[config.mk]
export PLATFORM = sky130hd
export DESIGN_NAME = instr_fetch_unit
export DESIGN_NICKNAME = d
export VERILOG_FILES = /design/src/rtl/riscv_pkg.sv /design/src/rtl/fetch_fifo.sv /design/src/rtl/instr_fetch_unit.sv
export SDC_FILE = /design/constraint.sdc
export NUM_CORES = 1
export LEC_CHECK = 0
export ABC_AREA = 1
export CORE_UTILIZATION = 33
export CTS_BUF_LIST = sky130_fd_sc_hd__clkbuf_4 sky130_fd_sc_hd__clkbuf_8
export CTS_CLUSTER_DIAMETER = 80
export DETAILED_ROUTE_END_ITERATION = 8
export PLACE_DENSITY_LB_ADDON = 0.15
export SLEW_MARGIN = 20
export SYNTH_ARGS = -nofsm -noshare
export SYNTH_HDL_FRONTEND = slang
export SYNTH_SLANG_ARGS = --single-unit
[constraint.sdc]
create_clock -name clk -period 3.5 [get_ports clk]
set_clock_uncertainty 0.05 [all_clocks]
set_input_delay 0.7 -clock clk [delete_from_list [all_inputs] [get_ports clk]]
set_output_delay 0.7 -clock clk [all_outputs]
set_load 0.01 [all_outputs]
[src/rtl/riscv_pkg.sv]
// Shared definitions for the instruction-fetch slice: data width, fetch FSM
// states and the default boot address.
package riscv_pkg;

    localparam int XLEN = 32;

    localparam logic [XLEN-1:0] RESET_PC_DEFAULT = 32'h0000_0000;

    typedef enum logic [1:0] {
        ST_IDLE  = 2'd0,
        ST_RUN   = 2'd1,
        ST_FLUSH = 2'd2
    } fetch_state_e;

    function automatic logic [XLEN-1:0] align_word(input logic [XLEN-1:0] addr);
        return addr & ~XLEN'(3);
    endfunction

endpackage

[src/rtl/fetch_fifo.sv]
// Prefetch FIFO holding fetched instruction words until the core consumes them.
// Head is read combinationally so a pushed word is visible the following cycle.
module fetch_fifo
    import riscv_pkg::*;
#(
    parameter int DEPTH = 2
) (
    input  logic                       clk,
    input  logic                       rst,
    input  logic                       push,
    input  logic [XLEN-1:0]            push_data,
    input  logic                       pop,
    input  logic                       flush,
    output logic [XLEN-1:0]            head,
    output logic [$clog2(DEPTH):0]     count,
    output logic                       empty
);
    localparam int AW = $clog2(DEPTH);
    localparam int CW = AW + 1;

    logic [XLEN-1:0] mem [DEPTH];
    logic [AW-1:0]   wr_ptr_reg;
    logic [AW-1:0]   rd_ptr_reg;
    logic [CW-1:0]   count_reg;
    logic            push_ok;
    logic            pop_ok;

    assign empty   = (count_reg == '0);
    assign count   = count_reg;
    assign push_ok = push && !flush && (count_reg != CW'(DEPTH));
    assign pop_ok  = pop && !flush && !empty;
    // An empty FIFO presents zero so the decoder never sees stale storage.
    assign head    = empty ? '0 : mem[rd_ptr_reg];

    always_ff @(posedge clk) begin
        if (push_ok) begin
            mem[wr_ptr_reg] <= push_data;
        end
    end

    always_ff @(posedge clk or negedge rst) begin
        if (!rst) begin
            wr_ptr_reg <= '0;
            rd_ptr_reg <= '0;
            count_reg  <= '0;
        end else if (flush) begin
            wr_ptr_reg <= '0;
            rd_ptr_reg <= '0;
            count_reg  <= '0;
        end else begin
            if (push_ok) begin
                wr_ptr_reg <= wr_ptr_reg + AW'(1);
            end
            if (pop_ok) begin
                rd_ptr_reg <= rd_ptr_reg + AW'(1);
            end
            count_reg <= count_reg + CW'(push_ok) - CW'(pop_ok);
        end
    end

endmodule

[src/rtl/instr_fetch_unit.sv]
// Instruction fetch unit: issues sequential word fetches under a credit limit,
// buffers responses for the core and squashes in-flight fetches on redirect.
module instr_fetch_unit
    import riscv_pkg::*;
#(
    parameter int              DEPTH    = 2,
    parameter logic [XLEN-1:0] RESET_PC = RESET_PC_DEFAULT
) (
    input  logic            clk,
    input  logic            rst,
    output logic            imem_req,
    output logic [XLEN-1:0] imem_addr,
    input  logic            imem_gnt,
    input  logic            imem_rvalid,
    input  logic [XLEN-1:0] imem_rdata,
    input  logic            redirect,
    input  logic [XLEN-1:0] redirect_pc,
    output logic            instr_valid,
    output logic [XLEN-1:0] instr_out,
    output logic [XLEN-1:0] instr_pc,
    input  logic            instr_ready
);
    localparam int CW = $clog2(DEPTH) + 1;

    fetch_state_e    state_reg;
    logic [XLEN-1:0] fetch_pc_reg;
    logic [XLEN-1:0] instr_pc_reg;
    logic [CW-1:0]   outstanding_reg;
    logic [CW-1:0]   discard_cnt_reg;

    logic [CW-1:0]   fifo_count;
    logic            fifo_empty;
    logic [XLEN-1:0] fifo_head;
    logic [CW:0]     credit_used;
    logic [CW-1:0]   discard_next;
    logic [XLEN-1:0] redirect_target;
    logic            discarding;
    logic            grant;
    logic            pop;
    logic            push;

    assign discarding      = (discard_cnt_reg != '0);
    // Every in-flight request already owns a FIFO slot, so the FIFO can never overflow.
    assign credit_used     = {1'b0, outstanding_reg} + {1'b0, fifo_count};
    assign imem_req        = (state_reg != ST_IDLE) && !redirect && (credit_used < (CW+1)'(DEPTH));
    assign imem_addr       = fetch_pc_reg;
    assign grant           = imem_req && imem_gnt;
    assign pop             = instr_valid && instr_ready;
    assign push            = imem_rvalid && !redirect && !discarding;
    assign redirect_target = align_word(redirect_pc);
    // A response landing in the redirect cycle is dropped right away, so it is not counted again.
    assign discard_next    = outstanding_reg - CW'(imem_rvalid);

    assign instr_valid = !fifo_empty;
    assign instr_out   = fifo_head;
    assign instr_pc    = instr_pc_reg;

    always_ff @(posedge clk or negedge rst) begin
        if (!rst) begin
            state_reg       <= ST_IDLE;
            fetch_pc_reg    <= RESET_PC;
            instr_pc_reg    <= RESET_PC;
            outstanding_reg <= '0;
            discard_cnt_reg <= '0;
        end else begin
            outstanding_reg <= outstanding_reg + CW'(grant) - CW'(imem_rvalid);

            if (redirect) begin
                fetch_pc_reg    <= redirect_target;
                instr_pc_reg    <= redirect_target;
                discard_cnt_reg <= discard_next;
            end else begin
                if (grant) begin
                    fetch_pc_reg <= fetch_pc_reg + 32'd4;
                end
                if (pop) begin
                    instr_pc_reg <= instr_pc_reg + 32'd4;
                end
                if (imem_rvalid && discarding) begin
                    discard_cnt_reg <= discard_cnt_reg - CW'(1);
                end
            end

            case (state_reg)
                ST_IDLE: state_reg <= ST_RUN;
                ST_RUN: begin
                    if (redirect && (discard_next != '0)) begin
                        state_reg <= ST_FLUSH;
                    end
                end
                ST_FLUSH: begin
                    if (redirect) begin
                        state_reg <= (discard_next != '0) ? ST_FLUSH : ST_RUN;
                    end else if (imem_rvalid && (discard_cnt_reg == CW'(1))) begin
                        state_reg <= ST_RUN;
                    end
                end
                default: state_reg <= ST_IDLE;
            endcase
        end
    end

    fetch_fifo #(
        .DEPTH(DEPTH)
    ) u_fifo (
        .clk      (clk),
        .rst      (rst),
        .push     (push),
        .push_data(imem_rdata),
        .pop      (pop),
        .flush    (redirect),
        .head     (fifo_head),
        .count    (fifo_count),
        .empty    (fifo_empty)
    );

endmodule
==> impl_metrics.sql, run 1 <==
INSERT INTO impl_metrics (metric_group, metric, value, unit) VALUES
('timing', 'period_share', '86.00', '%'),
('outcome', 'run_status', 'finished, final reports clean', ''),
('timing', 'finalSetupTns', '0', 'ps'),
('floorplanning', 'die_area', '0.02288', 'mm^2'),
('worst_setup_path', 'critPathKind', 'flop to output port', ''),
('timing', 'setup_viol_count_final', '0', ''),
('clock_network', 'numClockSinks', '134', ''),
('timing', 'final-hold-violation-count', '0', ''),
('synth', 'synth_warnings', '0', ''),
('synth', 'post_synth_most_frequent_cells', 'sky130_fd_sc_hd__nand2_1 (282), sky130_fd_sc_hd__nor2_1 (92), sky130_fd_sc_hd__nand3_1 (86)', ''),
('synth', 'number_of_flops_mapped_to_enable_cells_by_yosys', '64', ''),
('pwr', 'power.leakage', '3.972', 'nW'),
('timing', 'timing.final.crit_period', '3010', 'ps'),
('routing', 'detail_route.vias_per_cell', '4.834', ''),
('worst_setup_path', 'reg_to_reg_setup_timing_slack', '1150', 'ps'),
('clock_network', 'ctsHoldBuffers', '0', ''),
('worst_setup_path', 'worst-path-max-fanout', '3', ''),
('layout', 'max_ffs_per_register', '64', ''),
('clock_network', 'h_tree_depth', '4', ''),
('worst_setup_path', 'critPathLaunchType', 'flop', ''),
('pwr', 'vdd_ir_drop_max', '0.2367', 'mV'),
('synth', 'async_reset_ff_share', '52.24', '%'),
('floorplanning', 'initial_core_util', '33.69', '%'),
('synth', 'synth-main-ff-cell', 'sky130_fd_sc_hd__dfrtp_1', ''),
('min_path', 'worstHoldPathType', 'input pin to async pin', ''),
('grt', 'gr-usage-all-layers', '19.43', '%'),
('routing', 'wire_per_inst', '15.83', 'um'),
('layout', 'layout.filler_cells', '2200', ''),
('timing', 'tightest_slew', '735.6', 'ps'),
('placed_design', 'dp_hpwl', '15.55', 'mm'),
('synth', 'post-synth-top-area-cell', 'sky130_fd_sc_hd__edfxtp_1', ''),
('floorplanning', 'dieWidth', '151.3', 'um'),
('routing', 'dr.pass1.iters', '5', ''),
('layout', 'final_layout_size_suffix_gt1_share', '8.088', '%'),
('clock_network', 'clockRootBuffer', 'sky130_fd_sc_hd__clkbuf_8', ''),
('synth', 'mean_area_per_synthesized_cell', '8.045', 'um^2'),
('clock_network', 'setup_fix_buffers_added_after_clock_tree_synthesis', '0', ''),
('synth', 'yosys.area.top_type_share', '26.14', '%'),
('job', 'cap_viol_max_count', '0', ''),
('grt', 'grt_pass1_vias', '6205', ''),
('routing', 'finalWirelength', '21.65', 'mm'),
('worst_setup_path', 'worst_ep_required_time', '2750', 'ps'),
('placed_design', 'globalplace.congestion', '0.8588', ''),
('clock_network', 'cts.repair.resized', '0', ''),
('clock_network', 'clk_pin_slew_worst_paths', '90', 'ps'),
('layout', 'area_growth_syn_to_layout', '31.22', '%'),
('placed_design', 'placed_cells_incl_taps', '1336', ''),
('grt', 'grt_pass1_wl', '33.36', 'mm'),
('routing', 'detail_route.iter0.violations', '355', ''),
('worst_setup_path', 'timing.reg2reg.worst_path_depth', '11', ''),
('synth', 'postSynthCellCount', '914', ''),
('clock_network', 'worst_skew_pair.late_latency', '450', 'ps'),
('layout', 'utilization', '44.22', '%'),
('synth', 'post-synth-top-count-cell', 'sky130_fd_sc_hd__nand2_1', ''),
('timing', 'unrepaired_setup_endpoints_after_global_routing', 'no', ''),
('worst_setup_path', 'worstPathArrival', '2260', 'ps'),
('grt', 'grt_antenna_before_repair', '0', ''),
('synth', 'synth-seq-cells', '134', ''),
('synth', 'synth_area_leaders', 'sky130_fd_sc_hd__edfxtp_1 (26%), sky130_fd_sc_hd__dfrtp_1 (24%), sky130_fd_sc_hd__nand2_1 (14%)', ''),
('floorplanning', 'fp_rows', '54', ''),
('routing', 'drtAntennaViolNets', '0', ''),
('timing', 'maxSlewViolCount', '0', ''),
('floorplanning', 'floorplan.core_area', '0.02182', 'mm^2'),
('layout', 'multi_input_comb_area', '0.003176', 'mm^2'),
('pwr', 'p_per_area', '553.5', 'mW/mm^2'),
('grt', 'largest_net_degree_at_the_start_of_global_routing', '56', ''),
('layout', 'regArea', '0.003674', 'mm^2'),
('placed_design', 'count_of_port_buffers_added_during_placement', '161', ''),
('timing', 'clock.fmax', '332.2', 'MHz'),
('layout', 'finish.cell_count_without_fillers', '1368', ''),
('clock_network', 'numCtsBuffers', '17', '');
placed cells by master (no fill, tap or decap), types with 3 or more instances in the layout:
cell	synthesis	layout
sky130_fd_sc_hd__xnor2_1	5	5
sky130_fd_sc_hd__inv_8	0	6
sky130_fd_sc_hd__nor2_1	92	90
sky130_fd_sc_hd__a31oi_1	3	3
sky130_fd_sc_hd__nand4_1	5	5
sky130_fd_sc_hd__nand2_1	282	282
sky130_fd_sc_hd__edfxtp_1	64	64
sky130_fd_sc_hd__inv_2	4	4
sky130_fd_sc_hd__buf_4	6	14
sky130_fd_sc_hd__nor2_2	10	12
sky130_fd_sc_hd__nand3_2	3	3
sky130_fd_sc_hd__nor3_1	7	7
sky130_fd_sc_hd__clkdlybuf4s50_1	0	159
sky130_fd_sc_hd__inv_6	0	4
sky130_fd_sc_hd__conb_1	1	4
sky130_fd_sc_hd__nand2_4	3	3
sky130_fd_sc_hd__nand2_2	5	5
sky130_fd_sc_hd__a21oi_1	65	65
sky130_fd_sc_hd__o21ai_0	29	29
sky130_fd_sc_hd__clkbuf_8	0	17
sky130_fd_sc_hd__ha_1	9	9
sky130_fd_sc_hd__nor2_4	10	10
sky130_fd_sc_hd__nand3_1	86	86
sky130_fd_sc_hd__dfrtp_1	70	70
sky130_fd_sc_hd__o211ai_1	13	13
sky130_fd_sc_hd__xor2_1	8	8
sky130_fd_sc_hd__inv_1	83	83
sky130_fd_sc_hd__o21bai_1	7	7
per-layer routing:
metal / track usage (%) / share of wire, % / up-vias
li1: - / - / 3316
met3: 4.096 / 5.2 / 25
met5: 0 / 0 / -
met1: 26.68 / 47 / 3094
met4: 5.250 / 1.4 / 0
met2: 30.80 / 47 / 178
path summary, 6_finish.rpt:
path	from	endpoint
setup / recovery	u_fifo.count[0]	imem_req
hold / removal	rst	instr_pc[25]
setup reg to reg	u_fifo.count[0]	imem_addr[10]
hold reg to reg	discard_cnt_reg[1]	discard_cnt_reg[1]
max in group asynchronous	rst	instr_pc[23]
min in group clk	discard_cnt_reg[1]	discard_cnt_reg[1]
where the power goes:
group	leakage (nW)	internal [mW]	switching, mW
Clock	0.215	0.670	0.722
Sequential	1.42	1.89	0.285
Combinational	2.34	0.810	0.959
Total	3.97	3.37	1.97
final cells by class:
class / instances / area share [%]
Multi-Input combinational cell: 660 / 32.91
Tap cell: 280 / 3.631
Inverter: 88 / 3.423
Clock inverter: 15 / 1.906
Sequential cell: 134 / 38.07
Clock buffer: 17 / 2.425
Timing Repair Buffer: 174 / 17.63
per-stage QoR:
step / power (mW) / setup WS, ps / cell area, um^2 / hold slack, ps
finish: 5.340 / 490.1 / 9649 / 155.1
detailed placement: 3.998 / 817.1 / 9231 / 484.5
CTS: 5.409 / 436.3 / 9649 / 143.0
global placement: 3.980 / 855.8 / 9231 / 473.1
floorplan: 3.113 / 501.3 / 7365 / 354.4
global route: 5.693 / 360.3 / 9649 / 150.0
cells by family after synthesis:
kind of cell	count (synthesis)	synth area share, %
DFF	134	49.96
other	1	0.05100
AOI/OAI and AO/OA	123	9.325
buffers and inverters	123	7.078
xor gates and xnor gates	13	1.548
and+or+nand+nor	510	30.24
adders and majority gates	10	1.804
critical path: stages, from the launching register on:
cell and delay [ps]:
sky130_fd_sc_hd__dfrtp_1 430, sky130_fd_sc_hd__nand2_1 80, sky130_fd_sc_hd__inv_1 50, sky130_fd_sc_hd__fa_1 420
sky130_fd_sc_hd__nor2_1 120, sky130_fd_sc_hd__nand3_2 120, sky130_fd_sc_hd__inv_1 70, sky130_fd_sc_hd__clkdlybuf4s50_1 520
(Power assumes the default switching activity.)
==> run 2: changes to the inputs <==
ABC_AREA = default   (was 1)
==> run 2 against run 1 <==
Core utilization increased by 2.4 points. Via count down 25%. Clock power about the same. Hold slack gained 56 ps. Total power down 11%. Global-route usage is 1.8 points lower. Combinational power shrank 24%. Wire length fell by 21%. Count of clock-buffer cells in the layout is the same. Critical path depth down 2. First-iteration DRC count fell by 21%.
==> impl_metrics.sql, run 2 <==
INSERT INTO impl_metrics (metric_group, metric, value, unit) VALUES
('layout', 'regArea', '0.003675', 'mm^2'),
('layout', 'antenna_cells_inserted', '0', ''),
('grt', 'grt_pass1_vias', '4943', ''),
('timing', 'slew_headroom', '52.00', '%'),
('worst_setup_path', 'slowest_stage', 'sky130_fd_sc_hd__clkdlybuf4s50_1', ''),
('synth', 'synth_area_leaders', 'sky130_fd_sc_hd__edfxtp_1 (30%), sky130_fd_sc_hd__dfrtp_1 (27%), sky130_fd_sc_hd__mux2i_1 (5.3%)', ''),
('routing', 'finalWirelength', '17.11', 'mm'),
('synth', 'post-synth-top-area-cell', 'sky130_fd_sc_hd__edfxtp_1', ''),
('routing', 'num_vias', '4974', ''),
('clock_network', 'worst_skew_pair.late_latency', '450', 'ps'),
('placed_design', 'placed_cells_incl_taps', '969', ''),
('synth', 'synth-main-ff-cell', 'sky130_fd_sc_hd__dfrtp_1', ''),
('pwr', 'clock_power_share', '29.4', '%'),
('clock_network', 'cts_tree', 'yes', ''),
('layout', 'layout.filler_cells', '1744', ''),
('timing', 'maxSlewViolCount', '0', ''),
('pwr', 'net-switching-power', '1.533', 'mW'),
('synth', 'async_reset_ff_share', '52.24', '%'),
('worst_setup_path', 'cp_slowest_stage_delay', '580', 'ps'),
('clock_network', 'h_tree_depth', '4', ''),
('worst_setup_path', 'critPathLaunchType', 'flop', ''),
('routing', 'detail_route.iter0.violations', '281', ''),
('routing', 'drtAntennaViolNets', '0', ''),
('layout', 'finish.cell_count_without_fillers', '1001', ''),
('clock_network', 'numCtsBuffers', '17', ''),
('clock_network', 'setup_fix_buffers_added_after_clock_tree_synthesis', '0', ''),
('synth', 'number_of_flops_mapped_to_enable_cells_by_yosys', '64', ''),
('routing', 'top_layer', 'met4', ''),
('job', 'cap_viol_max_count', '0', ''),
('synth', 'postSynthCellCount', '557', ''),
('worst_setup_path', 'cp_cell_sequence', 'inv_1, nor2_1, fa_1, nor4_1, clkdlybuf4s50_1', ''),
('clock_network', 'clockRootBuffer', 'sky130_fd_sc_hd__clkbuf_8', ''),
('pwr', 'vdd_ir_drop_max', '0.2632', 'mV'),
('synth', 'mean_area_per_synthesized_cell', '11.48', 'um^2'),
('clock_network', 'numClockSinks', '134', ''),
('routing', 'drc', '0', ''),
('floorplanning', 'fp_rows', '50', ''),
('floorplanning', 'initial_core_util', '33.97', '%'),
('layout', 'max_ffs_per_register', '64', ''),
('pwr', 'switching_share', '32.11', '%'),
('synth', 'post-synth-top-count-cell', 'sky130_fd_sc_hd__dfrtp_1', ''),
('pwr', 'part_of_the_power_in_combinational_logic', '28.3', '%'),
('worst_setup_path', 'crit_path_end_kind', 'output port', ''),
('placed_design', 'dp_hpwl', '12.13', 'mm'),
('grt', 'grt_remaining_overflow', '0', ''),
('layout', 'area_growth_syn_to_layout', '37.21', '%'),
('grt', 'grt_pass1_wl', '26.38', 'mm'),
('timing', 'tightest_slew', '717.3', 'ps'),
('floorplanning', 'dieWidth', '141.2', 'um'),
('pwr', 'total_power', '4.775', 'mW'),
('clock_network', 'clk_pin_slew_worst_paths', '90', 'ps'),
('routing', 'met3_wirelength', '650', 'um'),
('outcome', 'run_status', 'finished, final reports clean', ''),
('layout', 'most_common_library_cell_in_the_layout_ignoring_fill_and_taps', 'sky130_fd_sc_hd__clkdlybuf4s50_1', ''),
('routing', 'routedLengthMet1', '7.794', 'mm'),
('floorplanning', 'floorplan.core_area', '0.01883', 'mm^2'),
('clock_network', 'cts.repair.resized', '0', ''),
('synth', 'synth_warnings', '0', ''),
('layout', 'most_frequent_cells_in_the_layout', 'sky130_fd_sc_hd__clkdlybuf4s50_1 (159), sky130_fd_sc_hd__dfrtp_1 (69), sky130_fd_sc_hd__edfxtp_1 (64)', ''),
('floorplanning', 'die_h', '141.2', 'um'),
('synth', 'yosys.area.top_type_share', '30.05', '%'),
('floorplanning', 'die_area', '0.01994', 'mm^2'),
('timing', 'clock.fmax', '316.9', 'MHz'),
('worst_setup_path', 'worst_ep_required_time', '2750', 'ps'),
('routing', 'dr_wl_met2', '8.383', 'mm'),
('pwr', 'power.leakage', '3.199', 'nW'),
('timing', 'finalSetupTns', '0', 'ps'),
('grt', 'largest_net_degree_at_the_start_of_global_routing', '52', ''),
('pwr', 'p_per_area', '544.1', 'mW/mm^2'),
('timing', 'timing.final.crit_period', '3156', 'ps'),
('routing', 'detail_route.vias_per_cell', '4.969', ''),
('synth', 'synth.yosys.seq_area_share', '57.43', '%'),
('timing', 'final-hold-violation-count', '0', ''),
('worst_setup_path', 'worst-path-max-fanout', '5', ''),
('timing', 'setup_viol_count_final', '0', ''),
('min_path', 'worstHoldPathType', 'input pin to async pin', ''),
('layout', 'final_layout_size_suffix_gt1_share', '9.987', '%'),
('routing', 'dr.pass1.iters', '4', ''),
('synth', 'post_synth_most_frequent_cells', 'sky130_fd_sc_hd__dfrtp_1 (70), sky130_fd_sc_hd__edfxtp_1 (64), sky130_fd_sc_hd__nor2_1 (56)', ''),
('layout', 'multi_input_comb_area', '0.002572', 'mm^2'),
('floorplanning', 'io_pins', '168', ''),
('pwr', 'power_report.internal_total', '3.242', 'mW'),
('worst_setup_path', 'worstPathArrival', '2410', 'ps'),
('grt', 'gr-usage-all-layers', '17.62', '%'),
('placed_design', 'count_of_port_buffers_added_during_placement', '161', ''),
('timing', 'period_share', '90.17', '%'),
('synth', 'syn-cell-area', '0.006396', 'mm^2'),
('routing', 'wire_per_inst', '17.09', 'um'),
('placed_design', 'globalplace.congestion', '0.8035', ''),
('synth', 'synth.lib_cells_used.distinct', '54', ''),
('clock_network', 'cts_buffer_depth', '2', ''),
('grt', 'grt_antenna_before_repair', '0', ''),
('layout', 'final_nets', '808', ''),
('clock_network', 'ctsHoldBuffers', '0', ''),
('worst_setup_path', 'critPathKind', 'flop to output port', ''),
('pwr', 'power.sequential.fraction', '42.3', '%'),
('timing', 'unrepaired_setup_endpoints_after_global_routing', 'no', ''),
('synth', 'synth-seq-cells', '134', '');
[run 2: changes by cell type after synthesis, sizes merged, moves of 11 or more]
| cell | change |
|---|---|
| a21oi | -55 |
| nand4 | +13 |
| nand2 | -240 |
| nand3 | -60 |
| buf | -20 |
| mux2i | +34 |
| nor2 | -55 |
| inv | -70 |
| xnor2 | +18 |
| xor2 | +11 |
[run 2: path summary, 6_finish.rpt]
path / startpoint / to / slack, ps / cells after the start
setup / recovery: u_fifo.count[0] / imem_req / 340 / 5
hold / removal: rst / imem_addr[17] / 210 / 1
setup reg to reg: u_fifo.count[0] / outstanding_reg[1] / 630 / 11
hold reg to reg: state_reg[0] / state_reg[1] / 430 / 1
max in group asynchronous: rst / u_fifo.rd_ptr_reg / 2490 / 2
min in group clk: state_reg[0] / state_reg[1] / 430 / 1
[run 2: cells by family (layout without fill, tap and decap cells)]
| group | count (synthesis) | after routing | share of synthesized area (%) |
|---|---|---|---|
| AOI/OAI and AO/OA | 80 | 80 | 8.177 |
| xor gates and xnor gates | 42 | 42 | 5.751 |
| adders and majority gates | 10 | 10 | 2.074 |
| buffers and inverters | 42 | 223 | 2.758 |
| DFF | 134 | 134 | 57.43 |
| muxes | 43 | 43 | 6.905 |
| other | 1 | 4 | 0.05863 |
| and+or+nand+nor | 205 | 205 | 16.84 |
[run 2: power groups by stage]
stage                     clock network [mW]  logic [mW]  registers, mW
after floorplan                            0       0.667           2.04
after global placement                     0        1.34           2.04
after detailed placement                   0        1.36           2.05
after CTS                               1.44        1.37           2.02
after global routing                    1.51        1.47           2.05
final                                   1.40        1.35           2.02
[run 2: area by class of cell]
class	count	share of cell area, %
repair buffers	174	19.53
well taps	260	3.707
inverters	17	0.7271
flip-flops and latches	134	41.87
multi-input cells	384	29.31
clock inverters	15	2.181
clock buffers	17	2.666
[run 2: metal layers]
layer	vias to the layer above	global-route usage, %
li1	2370	-
met1	2447	23.15
met2	137	28.61
met3	20	3.465
met4	0	6.865
met5	-	0
[run 2: stage by stage]
| step | utilization, % | hold WS (ps) | setup slack, ps | area [um^2] |
|---|---|---|---|---|
| final | 46.60 | 211.5 | 344.1 | 8776 |
| after CTS | 46.59 | 422.8 | 285.1 | 8773 |
| after detailed placement | 44.33 | 421.1 | 629.3 | 8348 |
| after floorplan | - | 354.4 | 607.5 | 6412 |
| after global routing | 46.60 | 233.8 | 141.3 | 8776 |
| after global placement | 44.33 | 407.4 | 668.2 | 8348 |
[run 2: critical path, delay by kind of cell (launching register included)]
kind / cells / cell delay (ps)
simple gates: 2 / 410
flops: 1 / 420
fa+ha+maj: 1 / 470
buf+inv: 2 / 660
